`src/rtl/arb_pkg.sv`:
```
// Shared definitions for the 4-way arbiter and its request buffer stage.
// Latency: none (types and pure functions only).
// Backpressure: not applicable.
package arb_pkg;

  localparam int NUM_PORTS = 4;

  typedef logic [1:0] port_idx_t;

  // True when exactly one bit of the grant vector is set.
  function automatic logic is_onehot(input logic [3:0] v);
    return (v != 4'b0000) && ((v & (v - 4'b0001)) == 4'b0000);
  endfunction

  // Index of the set bit of a one-hot vector; zero for a zero vector.
  function automatic port_idx_t onehot_idx(input logic [3:0] v);
    port_idx_t idx;
    idx = '0;
    for (int i = 0; i < NUM_PORTS; i++) begin
      if (v[i]) idx = port_idx_t'(i);
    end
    return idx;
  endfunction

endpackage

```
`src/rtl/sync_fifo.sv`:
```
// Small synchronous FIFO with head-of-queue visible on pop_data.
// Latency: push visible in count/empty one cycle later; pop_data is the current head.
// Backpressure: full refuses a push even in a cycle that also pops; pop on empty is ignored.
module sync_fifo #(
  parameter int DATA_W = 8,
  parameter int DEPTH  = 4
) (
  input  logic                       clk,
  input  logic                       rst,
  input  logic                       push,
  input  logic [DATA_W-1:0]          push_data,
  input  logic                       pop,
  output logic [DATA_W-1:0]          pop_data,
  output logic                       full,
  output logic                       empty,
  output logic [$clog2(DEPTH):0]     count
);

  localparam int AW = $clog2(DEPTH);
  localparam logic [AW:0] FULL_CNT = DEPTH[AW:0];

  logic [DATA_W-1:0] mem [DEPTH];
  logic [AW-1:0]     wr_ptr;
  logic [AW-1:0]     rd_ptr;
  logic              do_push;
  logic              do_pop;

  assign full     = (count == FULL_CNT);
  assign empty    = (count == '0);
  assign do_push  = push && !full;
  assign do_pop   = pop && !empty;
  assign pop_data = mem[rd_ptr];

  // Storage write; contents need no reset because count gates visibility.
  always_ff @(posedge clk) begin
    if (do_push) mem[wr_ptr] <= push_data;
  end

  // Pointer and occupancy tracking; pointers wrap naturally at DEPTH.
  always_ff @(posedge clk) begin
    if (rst) begin
      wr_ptr <= '0;
      rd_ptr <= '0;
      count  <= '0;
    end else begin
      if (do_push) wr_ptr <= wr_ptr + 1'b1;
      if (do_pop)  rd_ptr <= rd_ptr + 1'b1;
      case ({do_push, do_pop})
        2'b10:   count <= count + 1'b1;
        2'b01:   count <= count - 1'b1;
        default: count <= count;
      endcase
    end
  end

endmodule

```
`src/rtl/arb_req_buffer.sv`:
```
// Per-port input queues feeding a round-robin arbiter; grant pops into one output register.
// Latency: push->req 1 cycle, gnt->out_valid/out_data 1 cycle, 1 transaction/cycle sustained.
// Backpressure: in_ready = queue not full; a grant is ignored while the output slot is occupied and not draining.
module arb_req_buffer
  import arb_pkg::*;
#(
  parameter int DATA_W = 8,
  parameter int DEPTH  = 4
) (
  input  logic                          clk,
  input  logic                          rst,
  input  logic [NUM_PORTS-1:0]          in_valid,
  output logic [NUM_PORTS-1:0]          in_ready,
  input  logic [NUM_PORTS*DATA_W-1:0]   in_data,
  output logic [NUM_PORTS-1:0]          req,
  input  logic [NUM_PORTS-1:0]          gnt,
  output logic                          out_valid,
  input  logic                          out_ready,
  output logic [DATA_W-1:0]             out_data,
  output port_idx_t                     out_port,
  output logic                          grant_err
);

  localparam int CW = $clog2(DEPTH) + 1;

  logic [NUM_PORTS-1:0] full_vec;
  logic [NUM_PORTS-1:0] empty_vec;
  logic [NUM_PORTS-1:0] pop_vec;
  logic [DATA_W-1:0]    head [NUM_PORTS];
  logic [CW-1:0]        cnt  [NUM_PORTS];

  logic      slot_free;
  logic      illegal;
  logic      load;
  port_idx_t gidx;

  // Producers are held off during reset so nothing is accepted into a queue being cleared.
  assign in_ready  = rst ? '0 : ~full_vec;
  assign slot_free = !out_valid || out_ready;

  for (genvar i = 0; i < NUM_PORTS; i++) begin : g_port
    sync_fifo #(
      .DATA_W (DATA_W),
      .DEPTH  (DEPTH)
    ) u_fifo (
      .clk       (clk),
      .rst       (rst),
      .push      (in_valid[i] && in_ready[i]),
      .push_data (in_data[i*DATA_W +: DATA_W]),
      .pop       (pop_vec[i]),
      .pop_data  (head[i]),
      .full      (full_vec[i]),
      .empty     (empty_vec[i]),
      .count     (cnt[i])
    );

    assign req[i] = (cnt[i] != '0);
  end

  // Grant decode: a multi-hot grant or a grant to an empty queue is a protocol error;
  // a legal grant against a blocked output slot is simply dropped and re-issued later.
  always_comb begin
    gidx    = onehot_idx(gnt);
    illegal = (gnt != '0) && (!is_onehot(gnt) || ((gnt & empty_vec) != '0));
    load    = (gnt != '0) && !illegal && slot_free;
    pop_vec = load ? gnt : '0;
  end

  // Output register: load replaces the held entry, otherwise a handshake empties it.
  always_ff @(posedge clk) begin
    if (rst) begin
      out_valid <= 1'b0;
      out_data  <= '0;
      out_port  <= '0;
    end else if (load) begin
      out_valid <= 1'b1;
      out_data  <= head[gidx];
      out_port  <= gidx;
    end else if (out_ready) begin
      out_valid <= 1'b0;
    end
  end

  // Sticky protocol-error flag, cleared only by reset.
  always_ff @(posedge clk) begin
    if (rst)          grant_err <= 1'b0;
    else if (illegal) grant_err <= 1'b1;
  end

endmodule

```
`config.mk`:
```
export PLATFORM = sky130hd
export DESIGN_NAME = arb_req_buffer
export DESIGN_NICKNAME = d
export VERILOG_FILES = /design/src/rtl/arb_pkg.sv /design/src/rtl/sync_fifo.sv /design/src/rtl/arb_req_buffer.sv
export SDC_FILE = /design/constraint.sdc
export NUM_CORES = 1
export LEC_CHECK = 0
export ABC_AREA = 1
export CAP_MARGIN = 20
export CORE_MARGIN = 4
export CORE_UTILIZATION = 55
export DETAILED_ROUTE_END_ITERATION = 8
export PLACE_DENSITY = 0.83
export SLEW_MARGIN = 20
export SYNTH_ARGS = -nofsm -noshare
export SYNTH_HDL_FRONTEND = slang
export SYNTH_HIERARCHICAL = 1
export SYNTH_SLANG_ARGS = --single-unit
export TNS_END_PERCENT = 100
```
`constraint.sdc`:
```
create_clock -name clk -period 3 [get_ports clk]
set_input_delay 0.45 -clock clk [delete_from_list [all_inputs] [get_ports clk]]
set_output_delay 0.45 -clock clk [all_outputs]
set_load 0.005 [all_outputs]
```
==> results.md <==
- Status: complete, no violations
- Reg2reg start: g_port[1].u_fifo/count[2]$_SDFFE_PP0P_
- VDD IR max: 0.000506 V
- Count of different cell masters after synthesis: 26
- Core Region: 0.0135 sq mm
- Cells after DPL: 1005
- Fin. Hold Viols: 0
- Diodes inserted: 0
- Final setup fails: 0
- Tot GR Track Use: between 20% and 30%
- Buffer depth of the longest clock path: 2
- H-Tree Depth: 4
- Post-synthesis instance area: approximately 0.0077 sq mm
- PwrDens: 586 mW/mm^2
- Crit path kind: flip-flop to flip-flop
- Site row count: 42
- Hold Crit Start: g_port[2].u_fifo/rd_ptr[0]$_SDFFE_PP0P_
- Crit-path leading delay family: simple AND/OR/NAND/NOR gates
- GRT met2 Usage: roughly 37%
- Yosys reg bits: 176
- Syn. warnings: 6
- Util after Layout: 68.0%
- # DRC: 0
- Fin crit period: 2650 ps
- Routed vias: around 5500
- Post-route antenna net violation count: 0
- Crit-path max FO: 5
- WP buf/inv: 7
- Initial Util: between 50% and 60%
- CP endpoint kind: flip-flop
- Slew Limit Headroom: 59.4%
- Combinational share of power: under 10%
- Final worst-path cycle share: around nine tenths
- Fmax: about 380 MHz
- Critical-path top delay cell: fa_1
- Critical path's largest stage delay: 390 ps
- Detailed Routing Iterations Pass 1: 6
- Largest net degree at the start of global routing: 21
- P_sw: 1180 uW
- Crit path arrival time: just under 3000 ps
- Reg-to-reg slack, setup: 350 ps
- Switching share of power: around 22%
- Postcts setup bufs: 0
- Avg Cell Area, Syn: 10.2 sq um
- Initial antenna violation count: 1
- Syn Inst Count: ~760
- Clk root buf: clkbuf_16
- Max_cap viols: 0
- CP Cell Sequence: inv_1 -> nand3_1 -> inv_1 -> nand2_1 -> nand2_1 -> nand2_1 -> nand2_1 -> inv_1 -> nand3_4 -> nor2_1 -> inv_1 -> nor2_1 -> ha_1 -> inv_1 -> fa_1 -> inv_1 -> nand2_1 -> nand3_1 -> nand2_1 -> inv_1 -> nor2_1
- Hold slack: 496 ps
- Pint: around 4200 uW
- Number of global-route vias before repair: 5409
- Design area: ~0.009 sq mm
- Post-Route WL: roughly 16000 microns
- Placer congestion estimate: around 0.84
- Clk pwr share: between 30 and 40%
- Post-cts gate resize count: 0
- IO Count: between 60 and 70
- Die span in y: 126 microns
- Proportion of layout cells with a drive suffix above 1: about 8.7%
- Cts bufs inserted: 17
- Sequential area share after synthesis: between 60 and 70%
- Hold_buf cts: 0
- Max-slew violation count: 0
- DP Area: approximately 0.0086 sq mm
- GR Overflow Total: 0
- Reg2Reg Depth: 21
- Area grow syn2layout: 18.9%
- Most frequent CP cell: inv_1
- Worst skew pair latency: around 420 ps
- Worst slew pin tran: approximately 610 ps
- Reg-to-Reg End: g_port[3].u_fifo/count[2]$_SDFFE_PP0P_
- Crit start category: flip-flop
- CP Data Required Time: 3320 ps
- Met3 usage: under 10%
- DR iter-0 viols: 502
- Die Footprint: ~0.016 sq mm
- Via density: 5.32
- First-pass GRT wire length: 26200 microns
- M1 GR Usage: 26.3%
- Post-Layout Cell Count: about 1000
- Worst-path clk slew: roughly 60 ps
- Setup TNS: 0 ps
- Post-Syn Nets: roughly 820
- Pleak: roughly 0.0036 uW
- Tightest Hold Check Type: flip-flop to flip-flop
- GR peak layer: met2
- Layout Nets: a little over 900
- Clock sink count: ~180
- DP HPWL: ~11000 microns
- Sequential group share of total power: between 50% and 60%
- Hold Path Stages: 2
- PortBufs: 62
- Die W: approximately 130 microns
- RSZ-0062 raised after global routing: no
- Routed len/inst: between 15 and 20 microns
- Worst Skew: between 9 and 10 ps
- CTS tree: built
## worst reg2reg max path, stage by stage, from the launching register on
cell,delay (ps)
dfxtp_1,380
inv_1,70
nand3_1,170
inv_1,110
nand2_1,80
nand2_1,50
nand2_1,50
nand2_1,50
inv_1,100
nand3_4,110
nor2_1,190
inv_1,80
nor2_1,140
ha_1,190
inv_1,70
fa_1,390
inv_1,70
nand2_1,60
nand3_1,60
nand2_1,50
inv_1,50
nor2_1,40
## worst max-delay path by stage
stage	from	to	slack (ps)	cells past startpoint
6_report	g_port[1].u_fifo/count[2]$_SDFFE_PP0P_	g_port[3].u_fifo/count[2]$_SDFFE_PP0P_	350	21
5_1_grt	g_port[1].u_fifo/count[0]$_SDFFE_PP0P_	g_port[2].u_fifo/count[2]$_SDFFE_PP0P_	30	21
4_1_cts	g_port[1].u_fifo/count[0]$_SDFFE_PP0P_	g_port[3].u_fifo/count[2]$_SDFFE_PP0P_	360	21
3_5_place_dp	gnt[1]	g_port[2].u_fifo/count[2]$_SDFFE_PP0P_	70	18
3_3_place_gp	gnt[1]	g_port[2].u_fifo/count[2]$_SDFFE_PP0P_	210	19
2_1_floorplan	g_port[1].u_fifo/count[0]$_SDFFE_PP0P_	g_port[0].u_fifo/count[2]$_SDFFE_PP0P_	630	22
## registers in the layout, indices dropped and copies added, names as in the netlist, named ones only
register              count
out_valid                 1
out_port                  2
g_port.u_fifo/rd_ptr      8
g_port.u_fifo/wr_ptr      8
g_port.u_fifo/mem       128
g_port.u_fifo/count      12
out_data                  8
grant_err                 1
## power groups by stage
stage | registers (uW) | clock network (uW) | logic, uW
finish | 2740 | 2110 | 506
global route | 2750 | 2230 | 568
CTS | 2740 | 2140 | 505
detailed placement | 2790 | 0 | 500
global placement | 2790 | 0 | 485
floorplan | 2780 | 0 | 282
## cells in the mapped netlist
cell type	count	area share (%)
nand4_1	4	0.33
a21oi_1	27	1.8
nor2_2	9	0.73
nand2_4	1	0.15
o22ai_1	32	2.6
or3_1	4	0.33
dfxtp_1	48	13
inv_1	95	4.6
nor2_1	161	7.9
clkbuf_1	1	0.049
nand3_4	1	0.23
ha_1	20	3.3
nor3b_1	4	0.39
clkinv_1	1	0.049
nand3b_1	4	0.39
nand3_1	20	1.3
buf_6	11	1.6
o21ai_2	8	0.91
edfxtp_1	128	50
inv_2	5	0.24
fa_1	4	1.0
buf_4	1	0.098
nor2_4	1	0.15
nand2_1	84	4.1
o21ai_1	9	0.59
o21ai_0	72	4.7
## cell families (layout without fill, tap and decap cells)
group | after synthesis | after routing | share of synthesized area, %
simple gates | 293 | 293 | 16.0
flops | 176 | 176 | 62.5
compound gates | 148 | 148 | 10.5
buf+inv | 114 | 220 | 6.69
fa+ha+maj | 24 | 24 | 4.30
## area by class of cell
cell class / instances / area (sq um)
tap: 176 / 220
fill: 994 / 4310
clock buffer: 25 / 475
timing repair buffer: 87 / 808
inverter: 101 / 379
sequential: 176 / 4800
clock inverter: 7 / 86.3
multi-input combinational: 465 / 2370
## cell usage in the layout (no fill, tap or decap)
cell / count
fa_1: 4
buf_4: 25
clkbuf_8: 2
nand3_4: 1
nor2_2: 9
inv_2: 5
clkdlybuf4s50_1: 62
nor2_4: 1
clkbuf_1: 6
nand2_4: 1
nand3_1: 20
nand3b_1: 4
inv_1: 95
ha_1: 20
o21ai_0: 72
o21ai_2: 8
clkinvlp_4: 1
or3_1: 4
clkbuf_16: 17
clkinv_2: 3
a21oi_1: 27
o22ai_1: 32
nor3b_1: 4
nand4_1: 4
dfxtp_1: 48
o21ai_1: 9
edfxtp_1: 128
nor2_1: 161
nand2_1: 84
clkinv_1: 2
bufinv_16: 2
## routing by layer
| metal | vias up | share of wire, % |
|---|---|---|
| met5 | - | 0.080 |
| met4 | 2 | 1.1 |
| met3 | 18 | 6.7 |
| met2 | 186 | 52 |
| met1 | 2586 | 40 |
| li1 | 2725 | - |
## through the flow
stage	setup slack, ps	total power [uW]
floorplan	634	3060
CTS	362	5380
global placement	215	3270
global route	29.8	5550
finish	351	5360
detailed placement	67.2	3290
No activity file was read; power rests on OpenSTA's default activity.
